[config.mk]
export PLATFORM = sky130hd
export DESIGN_NAME = branch_ctrl
export DESIGN_NICKNAME = d
export VERILOG_FILES = /design/src/rtl/branch_ctrl.sv
export SDC_FILE = /design/constraint.sdc
export NUM_CORES = 1
export LEC_CHECK = 0
export ABC_CLOCK_PERIOD_IN_PS = 7600
export BUFFER_PORTS_ARGS = -buffer_cell sky130_fd_sc_hd__buf_2
export CAP_MARGIN = 20
export CORE_MARGIN = 4
export CORE_UTILIZATION = 55
export CTS_BUF_LIST = sky130_fd_sc_hd__clkbuf_16
export DETAILED_ROUTE_END_ITERATION = 8
export PLACE_DENSITY = 0.74
export RECOVER_POWER = 25
export SLEW_MARGIN = 20
export SYNTH_ARGS = -nofsm -noshare
export SYNTH_HDL_FRONTEND = slang
export SYNTH_SLANG_ARGS = --single-unit
export TNS_END_PERCENT = 5
[constraint.sdc]
create_clock -name clk -period 7.6 [get_ports clk]
set_clock_uncertainty 0.05 [all_clocks]
set_input_delay 0.38 -clock clk [delete_from_list [all_inputs] [get_ports clk]]
set_output_delay 0.38 -clock clk [all_outputs]
set_load 0.005 [all_outputs]
[src/rtl/branch_ctrl.sv]
// rtl/branch_ctrl.sv - branch sequencer between execute and branch_unit, with RAS and taken counter
//
// Purpose: accepts one branch instruction at a time from execute, presents the
// latched operands to branch_unit, samples its resolution, and when taken
// issues a one-cycle flush plus a held PC redirect to fetch. Owns the
// return-address stack used by OP_JSR/OP_RTS and a saturating taken counter.
//
// Ports:
//   clk, rst                  clock, asynchronous active-low reset
//   ex_valid/ex_ready         request handshake from execute
//   ex_opcode..ex_target      instruction fields latched on accept
//   bu_opcode..bu_target      operands presented to branch_unit
//   bu_taken, bu_pc           branch_unit resolution (valid in RESOLVE)
//   flush                     one-cycle pipeline flush
//   redirect_valid/_ready/_pc PC redirect handshake to fetch
//   ras_count                 occupied RAS entries
//   ras_overflow/_underflow   one-cycle RAS event pulses
//   taken_cnt                 saturating taken-branch counter

package branch_ctrl_pkg;
    typedef enum logic [3:0] {
        OP_NOP = 4'h0,
        OP_B   = 4'h1,
        OP_BE  = 4'h2,
        OP_BNE = 4'h3,
        OP_BLT = 4'h4,
        OP_BGT = 4'h5,
        OP_BRO = 4'h6,
        OP_JSR = 4'h7,
        OP_RTS = 4'h8,
        OP_ADD = 4'h9
    } opcode_e;
endpackage

module branch_ctrl
    import branch_ctrl_pkg::*;
#(
    parameter int RAS_DEPTH = 8,
    parameter int CNT_W     = 16
) (
    input  logic                         clk,
    input  logic                         rst,
    input  logic                         ex_valid,
    output logic                         ex_ready,
    input  opcode_e                      ex_opcode,
    input  logic [31:0]                  ex_pc,
    input  logic [3:0]                   ex_len,
    input  logic [15:0]                  ex_operand_a,
    input  logic [15:0]                  ex_operand_b,
    input  logic                         ex_v_flag,
    input  logic [31:0]                  ex_target,
    output opcode_e                      bu_opcode,
    output logic [15:0]                  bu_operand_a,
    output logic [15:0]                  bu_operand_b,
    output logic                         bu_v_flag,
    output logic [31:0]                  bu_target,
    input  logic                         bu_taken,
    input  logic [31:0]                  bu_pc,
    output logic                         flush,
    output logic                         redirect_valid,
    output logic [31:0]                  redirect_pc,
    input  logic                         redirect_ready,
    output logic [$clog2(RAS_DEPTH):0]   ras_count,
    output logic                         ras_overflow,
    output logic                         ras_underflow,
    output logic [CNT_W-1:0]             taken_cnt
);

    localparam int PW = $clog2(RAS_DEPTH);
    localparam int CW = PW + 1;
    localparam logic [CW-1:0] RAS_FULL = CW'(RAS_DEPTH);

    typedef enum logic [1:0] {
        S_IDLE,
        S_ISSUE,
        S_RESOLVE,
        S_REDIRECT
    } state_e;

    state_e      state;
    opcode_e     op_q;
    logic [31:0] pc_q;
    logic [3:0]  len_q;

    // Circular stack: ras_ptr is the next write slot, so a push when full
    // naturally overwrites the oldest entry.
    logic [31:0]   ras_mem [RAS_DEPTH];
    logic [PW-1:0] ras_ptr;
    logic [PW-1:0] ras_top;
    logic [31:0]   ret_addr;

    logic        res_taken;
    logic [31:0] res_target;
    logic        ras_push;
    logic        ras_pop;
    logic        ras_under;

    // branch_unit only sees real conditional/JSR opcodes; RTS is resolved here.
    function automatic opcode_e bu_map(input opcode_e op);
        case (op)
            OP_B, OP_BE, OP_BNE, OP_BLT, OP_BGT, OP_BRO, OP_JSR: bu_map = op;
            default:                                             bu_map = OP_NOP;
        endcase
    endfunction

    assign ras_top  = ras_ptr - PW'(1);
    assign ret_addr = pc_q + {28'd0, len_q};

    always_comb begin
        res_taken  = 1'b0;
        res_target = bu_pc;
        ras_push   = 1'b0;
        ras_pop    = 1'b0;
        ras_under  = 1'b0;
        case (op_q)
            OP_B, OP_BE, OP_BNE, OP_BLT, OP_BGT, OP_BRO: begin
                res_taken = bu_taken;
            end
            OP_JSR: begin
                res_taken = bu_taken;
                ras_push  = 1'b1;
            end
            OP_RTS: begin
                if (ras_count != '0) begin
                    res_taken  = 1'b1;
                    res_target = ras_mem[ras_top];
                    ras_pop    = 1'b1;
                end else begin
                    ras_under = 1'b1;
                end
            end
            default: begin
                res_taken = 1'b0;
            end
        endcase
    end

    always_ff @(posedge clk or negedge rst) begin
        if (!rst) begin
            state          <= S_IDLE;
            op_q           <= OP_NOP;
            pc_q           <= '0;
            len_q          <= '0;
            ex_ready       <= 1'b1;
            flush          <= 1'b0;
            redirect_valid <= 1'b0;
            redirect_pc    <= '0;
            bu_opcode      <= OP_NOP;
            bu_operand_a   <= '0;
            bu_operand_b   <= '0;
            bu_v_flag      <= 1'b0;
            bu_target      <= '0;
            ras_ptr        <= '0;
            ras_count      <= '0;
            ras_overflow   <= 1'b0;
            ras_underflow  <= 1'b0;
            taken_cnt      <= '0;
            for (int i = 0; i < RAS_DEPTH; i++) begin
                ras_mem[i] <= '0;
            end
        end else begin
            flush         <= 1'b0;
            ras_overflow  <= 1'b0;
            ras_underflow <= 1'b0;

            case (state)
                S_IDLE: begin
                    // ex_ready is always high in IDLE, so ex_valid alone accepts.
                    if (ex_valid) begin
                        op_q         <= ex_opcode;
                        pc_q         <= ex_pc;
                        len_q        <= ex_len;
                        bu_opcode    <= bu_map(ex_opcode);
                        bu_operand_a <= ex_operand_a;
                        bu_operand_b <= ex_operand_b;
                        bu_v_flag    <= ex_v_flag;
                        bu_target    <= ex_target;
                        ex_ready     <= 1'b0;
                        state        <= S_ISSUE;
                    end
                end

                S_ISSUE: begin
                    state <= S_RESOLVE;
                end

                S_RESOLVE: begin
                    if (ras_push) begin
                        ras_mem[ras_ptr] <= ret_addr;
                        ras_ptr          <= ras_ptr + PW'(1);
                        if (ras_count == RAS_FULL) begin
                            ras_overflow <= 1'b1;
                        end else begin
                            ras_count <= ras_count + CW'(1);
                        end
                    end
                    if (ras_pop) begin
                        ras_ptr   <= ras_top;
                        ras_count <= ras_count - CW'(1);
                    end
                    if (ras_under) begin
                        ras_underflow <= 1'b1;
                    end

                    if (res_taken) begin
                        redirect_pc    <= res_target;
                        redirect_valid <= 1'b1;
                        flush          <= 1'b1;
                        if (taken_cnt != '1) begin
                            taken_cnt <= taken_cnt + CNT_W'(1);
                        end
                        state <= S_REDIRECT;
                    end else begin
                        ex_ready <= 1'b1;
                        state    <= S_IDLE;
                    end
                end

                S_REDIRECT: begin
                    if (redirect_ready) begin
                        redirect_valid <= 1'b0;
                        ex_ready       <= 1'b1;
                        state          <= S_IDLE;
                    end
                end

                default: begin
                    state <= S_IDLE;
                end
            endcase
        end
    end

endmodule

==> reports/summary.txt, run 1 <==
status = finished with violations
failing checks = capacitance limit, slew limit
Setup CP Type = flip-flop to flip-flop
WHS Path Cells = 2
Worst slew margin = -85.5%
Mapped Cells = 1607
Reg clk slew, reported paths = 0.06 ns
number of antenna diodes = 0
Final setup viols = 0
Core Area = 0.0329 mm²
vias in the first global route = 13554
cell taking the most area after synthesis = dfrtp_1
Pins Over Slew Limit = 43
critical path endpoint category = flip-flop
CTS sink cnt = 427
Reg power frac = 43.7%
Tot GR Track Use = 25.6%
total gr overflow = 0
commonest non-fill, non-tap cell in the layout = dfrtp_1
post-synthesis register bit count = 427
reg2reg path depth = 4
average wire per standard cell = 20.2 µm
HPWL Detailed = 30.2 mm
wl on met1 = 19.9 mm
Clock H-tree levels = 2
die height = 192 µm
routed vias/inst = 5.80
Slew @ Worst Pin = 2.78 ns
clock root cell = clkbuf_16
number of fill cells = 2574
Sum Neg Setup Slack = 0 ns
max layer used = met5
met2 routed WL = 22.1 mm
worst endpoint data arrival time = 4.64 ns
Post-CTS Setup Repair Bufs = 0
Synth-to-Final Area Change = 16.2%
clock power share = 26.5%
Syn Nets = 1760
I/O pin cnt = 268
Die Wd = 192 µm
period utilisation layout = 56.0%
pwr/cell area = 349 mW/mm²
EDFF count, synth = 0
RSZ-0062 raised after global routing = false
Net Switching = 2.58 mW
Inserted Clock Buffers = 44
largest net degree at the start of global routing = 193
Initial Util = 56.4%
DRC = 0
Max-Cap Viols = 1
Sw Share = 34.4%
CP required = 7.98 ns
Yosys top cell area share = 57.5%
Max clock buf depth = 3
most frequent cells in the layout = dfrtp_1, nand2_1, o21ai_0
cts hold-fix bufs = 10
worst-path fanout max = 72
IO Port Bufs = 267
Syn Std Cell Area = 0.0185 mm²
row cnt = 66
Mean Syn Cell Area = 11.5 µm²
Seq/Total Area, Yosys = 57.7%
share of post-route cells with drive strength above 1 = 25.1%
Power Internal = 4.93 mW
kind of start point of the critical path = flip-flop
antenna-violating nets left = 0
Peak supply drop = 261 µV
Nets = 2001
1st-iter DRT viols = 1023
dpl ws = 4.00 ns
first-pass GRT wire length = 74.3 mm
post-synthesis cell type count = 52
CTS tree = built
combinational share of power = 29.8%
routed via count = 13495
final wirelength = 47.0 mm
metal3 WL = 3.92 mm
Min-Delay Path Class = input pin to flip-flop
die area = 0.0367 mm²
DR pass1 iterations = 5
Hold Vio Cnt, Final = 0
Final WS setup = 3.34 ns
Leak Pwr = 9.79 nW
cts repair resizes = 0
Post-synth ARST share = 100%
Max Clock Freq = 235 MHz
overall power = 7.51 mW
Main synth FF type = dfrtp_1
Yosys Warn Count = 0
Routability Congestion = 0.844
Worst-Skew Late Latency = 0.55 ns
synth top area cells = dfrtp_1, o21ai_0, mux4_2
antenna violations before repair = 1
fin crit period = 4.26 ns
==> kinds of logic after synthesis <==
logic type / after synthesis / share of synthesized area [%]
adder cells (fa/ha/maj): 11 / 0.824
AO/OA/AOI/OAI: 335 / 9.28
AND/OR/NAND/NOR: 463 / 10.8
multiplexers: 213 / 16.6
flip-flops: 427 / 57.7
buffers and inverters: 108 / 2.43
XOR/XNOR: 50 / 2.40
==> sequential cells by signal (all words and copies together), names as in the netlist, 2 cells and up <==
name          cells
bu_opcode         4
state             2
ras_count         4
bu_operand_a     16
taken_cnt        16
redirect_pc      32
len_q             4
ras_mem         256
bu_target        32
op_q              4
bu_operand_b     16
pc_q             32
ras_ptr           3
==> Yosys cell counts (18+ instances only) <==
| master | number |
|---|---|
| buf_2 | 36 |
| clkbuf_1 | 55 |
| dfrtp_1 | 426 |
| mux2_2 | 116 |
| mux2i_1 | 33 |
| mux4_2 | 64 |
| nand2_1 | 344 |
| nand3_1 | 26 |
| nor2_1 | 27 |
| o21ai_0 | 300 |
| o21ai_1 | 18 |
| xnor2_1 | 21 |
| xor2_1 | 28 |
==> power by group through the flow <==
stage               registers (mW)  clock network (mW)  logic (mW)
detailed placement            3.31                   0        2.28
CTS                           3.28                2.03        2.30
global placement              3.27                   0        2.22
floorplan                     3.20                   0        1.47
global route                  3.36                2.13        2.46
finish                        3.29                1.99        2.24
==> final cells by class <==
type                       instances  area, µm²  share of cell area (%)
clock buffer                      45       1130                    5.23
clock inverter                    37        196                   0.912
inverter                          12       46.3                   0.215
multi-input combinational       1072       7430                    34.5
sequential                       427      10700                    49.6
tap                              442        553                    2.57
timing repair buffer             291       1490                    6.92
==> routing by layer <==
layer / global-route usage, % / vias to the layer above
met5: 0 / -
met4: 7.51 / 2
met3: 5.19 / 86
met2: 40.4 / 540
met1: 36.6 / 6763
li1: - / 6104
==> final timing paths <==
kind	startpoint	to	slack, ns
max reg2reg	state[0]	bu_operand_a[11]	3.34
max	state[0]	bu_operand_a[11]	3.34
max in group asynchronous	rst	bu_operand_a[0]	5.59
min reg2reg	redirect_valid	redirect_valid	0.42
min	ex_target[28]	bu_target[28]	0.02
min in group asynchronous	rst	redirect_pc[4]	0.42
==> per-stage QoR <==
step / std cells / hold slack, ns / instance area (µm²) / utilization, %
6_report: 2326 / 0.0171 / 21500 / 65.5
3_5_place_dp: 2233 / 0.412 / 20200 / 61.4
5_1_grt: 2326 / 0.00255 / 21500 / 65.5
4_1_cts: 2325 / 0.000137 / 21600 / 65.7
3_3_place_gp: 2233 / 0.406 / 20200 / 61.4
2_1_floorplan: 1607 / 0.0344 / 18500 / -
==> critical path, stage by stage (launching register included) <==
cell	delay, ns
dfrtp_1	0.42
nand2b_1	0.15
or2_0	2.01
buf_4	0.95
mux2_2	0.42
Power figures use the tool's default switching activity.
==> run 2: changes to the inputs <==
Settings changed: ABC_CLOCK_PERIOD_IN_PS 7600 to 3500, CORE_UTILIZATION 55 to 52, PLACE_DENSITY 0.74 to 0.73.
Clock period 7.6 ns to 3.5 ns, I/O delays scaled along.
==> run 2 against run 1 <==
  * The run now ends clean
  * Critical endpoint is now ras_mem[138]
  * Worst setup slack worse by 2.5 ns
  * Utilization grew 1.1 points
  * Count of clock-buffer cells in the layout did not move
  * Critical path depth rose by 5
  * Worst hold slack improved by 0.024 ns
  * Fmax increased by 58%
==> reports/summary.txt, run 2 (synthesis results as in run 1) <==
RSZ-0062 raised after global routing = false
largest net degree at the start of global routing = 110 (-43%)
antenna violations before repair = 3 (+2)
period utilisation layout = 77.1% (+21 points)
status = completed
antenna-violating nets left = 0 (unchanged)
average wire per standard cell = 20.4 µm (+0.97%)
row cnt = 68 (+3.0%)
vias in the first global route = 14423 (+6.4%)
Worst slew margin = 32.5% (+120 points)
Leak Pwr = 10.7 nW (+9.1%)
max incr delay on CP = 0.79 ns (-1.22 ns)
worst endpoint data arrival time = 3.01 ns (-1.63 ns)
Tot GR Track Use = 26.2% (+0.63 points)
routed vias/inst = 5.67 (-2.3%)
cell breakdown of the critical path = ha_1 > inv_1 > fa_1 > nand2b_1 > a21oi_1 > buf_4 > and2_1 > xnor2_1 > o21ai_0
Post-CTS Setup Repair Bufs = 0 (unchanged)
clock root cell = clkbuf_16
CTS sink cnt = 427 (unchanged)
CTS tree = built
final wirelength = 50.8 mm (+7.9%)
most frequent cells in the layout = dfrtp_1, nand2_1, o21ai_0
critical path endpoint category = flip-flop
crit path max-delay cell type = xnor2_1
Synth-to-Final Area Change = 25.4%
Nets = 2152 (+7.5%)
HPWL Detailed = 32.7 mm (+8.2%)
Pins Over Slew Limit = 0 (-100%)
Max-Cap Viols = 0 (-1)
Reg clk slew, reported paths = 0.06 ns (about the same)
worst-path fanout max = 10 (-86%)
Hold Vio Cnt, Final = 0 (unchanged)
fin crit period = 2.70 ns (-1.56 ns)
DR pass1 iterations = 5 (unchanged)
Die Wd = 197 µm (+2.7%)
family with the most delay on the worst path = XOR/XNOR gates
Worst-Skew Late Latency = 0.54 ns (about the same)
total gr overflow = 0 (unchanged)
DRC = 0 (unchanged)
Peak supply drop = 512 µV (+96%)
die height = 197 µm (+2.7%)
Setup CP Type = flip-flop to flip-flop
1st-iter DRT viols = 959 (-6.3%)
Sum Neg Setup Slack = 0 ns (unchanged)
Max Clock Freq = 370 MHz (+58%)
Routability Congestion = 0.823 (-2.5%)
Inserted Clock Buffers = 44 (unchanged)
pwr/cell area = 731 mW/mm² (+110%)
die area = 0.0387 mm² (+5.5%)
overall power = 17.0 mW (+130%)
first-pass GRT wire length = 80.9 mm (+8.9%)
Slew @ Worst Pin = 1.01 ns (-1.78 ns)
IO Port Bufs = 267 (unchanged)
Initial Util = 53.1% (-3.3 points)
Core Area = 0.0349 mm² (+6.1%)
Largest Register = ras_mem
kind of start point of the critical path = flip-flop
crit path buf inv count = 2 (+1)
max reg flops = 256 (unchanged)
routed via count = 14088 (+4.4%)
Min-Delay Path Class = input pin to flip-flop
I/O pin cnt = 268 (unchanged)
share of post-route cells with drive strength above 1 = 26.9% (+1.9 points)
Fin Hold WS = 0.0416 ns (+0.0245 ns)
Clock H-tree levels = 2 (unchanged)
Final setup viols = 0 (unchanged)
CP required = 3.81 ns (-4.17 ns)
Max clock buf depth = 3 (unchanged)
commonest non-fill, non-tap cell in the layout = dfrtp_1
run 2: cell count changes in the layout (fill, tap and decap cells not counted), sizes merged:
cell	change
diode	+1
inv	-2
clkbuf	-50
dlygate4sd3	+128
clkinv	-8
bufinv	+4
clkinvlp	+1
buf	+73
run 2: repair_timing:
item                      4_1_cts  5_1_grt
hold buffers                  138        0
hold endpoints to repair      244        0
resized for setup               0        0
run 2: final timing paths:
| path | from | end | slack [ns] | depth (start not counted) |
|---|---|---|---|---|
| worst max register to register | pc_q[0] | ras_mem[138] | 0.80 | 9 |
| worst min register to register | ras_mem[201] | ras_mem[201] | 0.42 | 2 |
| worst max-delay path | pc_q[0] | ras_mem[138] | 0.80 | 9 |
| worst min-delay path | bu_pc[8] | redirect_pc[8] | 0.04 | 3 |
| min in group asynchronous | rst | redirect_pc[5] | 0.28 | 2 |
| max in group asynchronous | rst | ras_mem[15] | 2.02 | 3 |
run 2: tightest hold or removal path, delay by kind of cell:
family	cells	cell delay, ns
AO/OA/AOI/OAI	2	0.27
buffers and inverters	1	0.13
run 2: report_power, final:
| group | internal, mW | switching, mW | total (mW) | leakage, nW |
|---|---|---|---|---|
| clock network | 2.69 | 1.88 | 4.57 | 0.721 |
| logic | 2.34 | 2.94 | 5.29 | 4.31 |
| registers | 6.18 | 0.958 | 7.14 | 5.64 |
run 2: cell type report:
type / instances / area, µm²
clock buffers: 45 / 1130
clock inverters: 32 / 273
repair buffers: 442 / 3100
multi-input cells: 1072 / 7430
fillers: 2583 / 11700
diodes: 1 / 2.50
well taps: 455 / 569
flip-flops and latches: 427 / 10700
inverters: 12 / 45.0
run 2: per-layer routing:
| metal | global-route usage (%) | up-vias | wire length, µm |
|---|---|---|---|
| met5 | 0 | - | 11 |
| met4 | 5.98 | 2 | 874 |
| met3 | 5.81 | 83 | 4440 |
| met2 | 42.5 | 578 | 24100 |
| met1 | 36.9 | 7025 | 21400 |
| li1 | - | 6400 | - |
run 2: per-stage QoR:
step                setup WS, ns  utilization, %  cell area [µm²]  instances
finish                     0.800            66.6            23200       2486
global placement           0.899            58.7            20500       2270
CTS                        0.786            66.7            23300       2485
global route               0.618            66.6            23200       2485
floorplan                  0.915               -            18500       1607
detailed placement         0.822            58.7            20500       2270
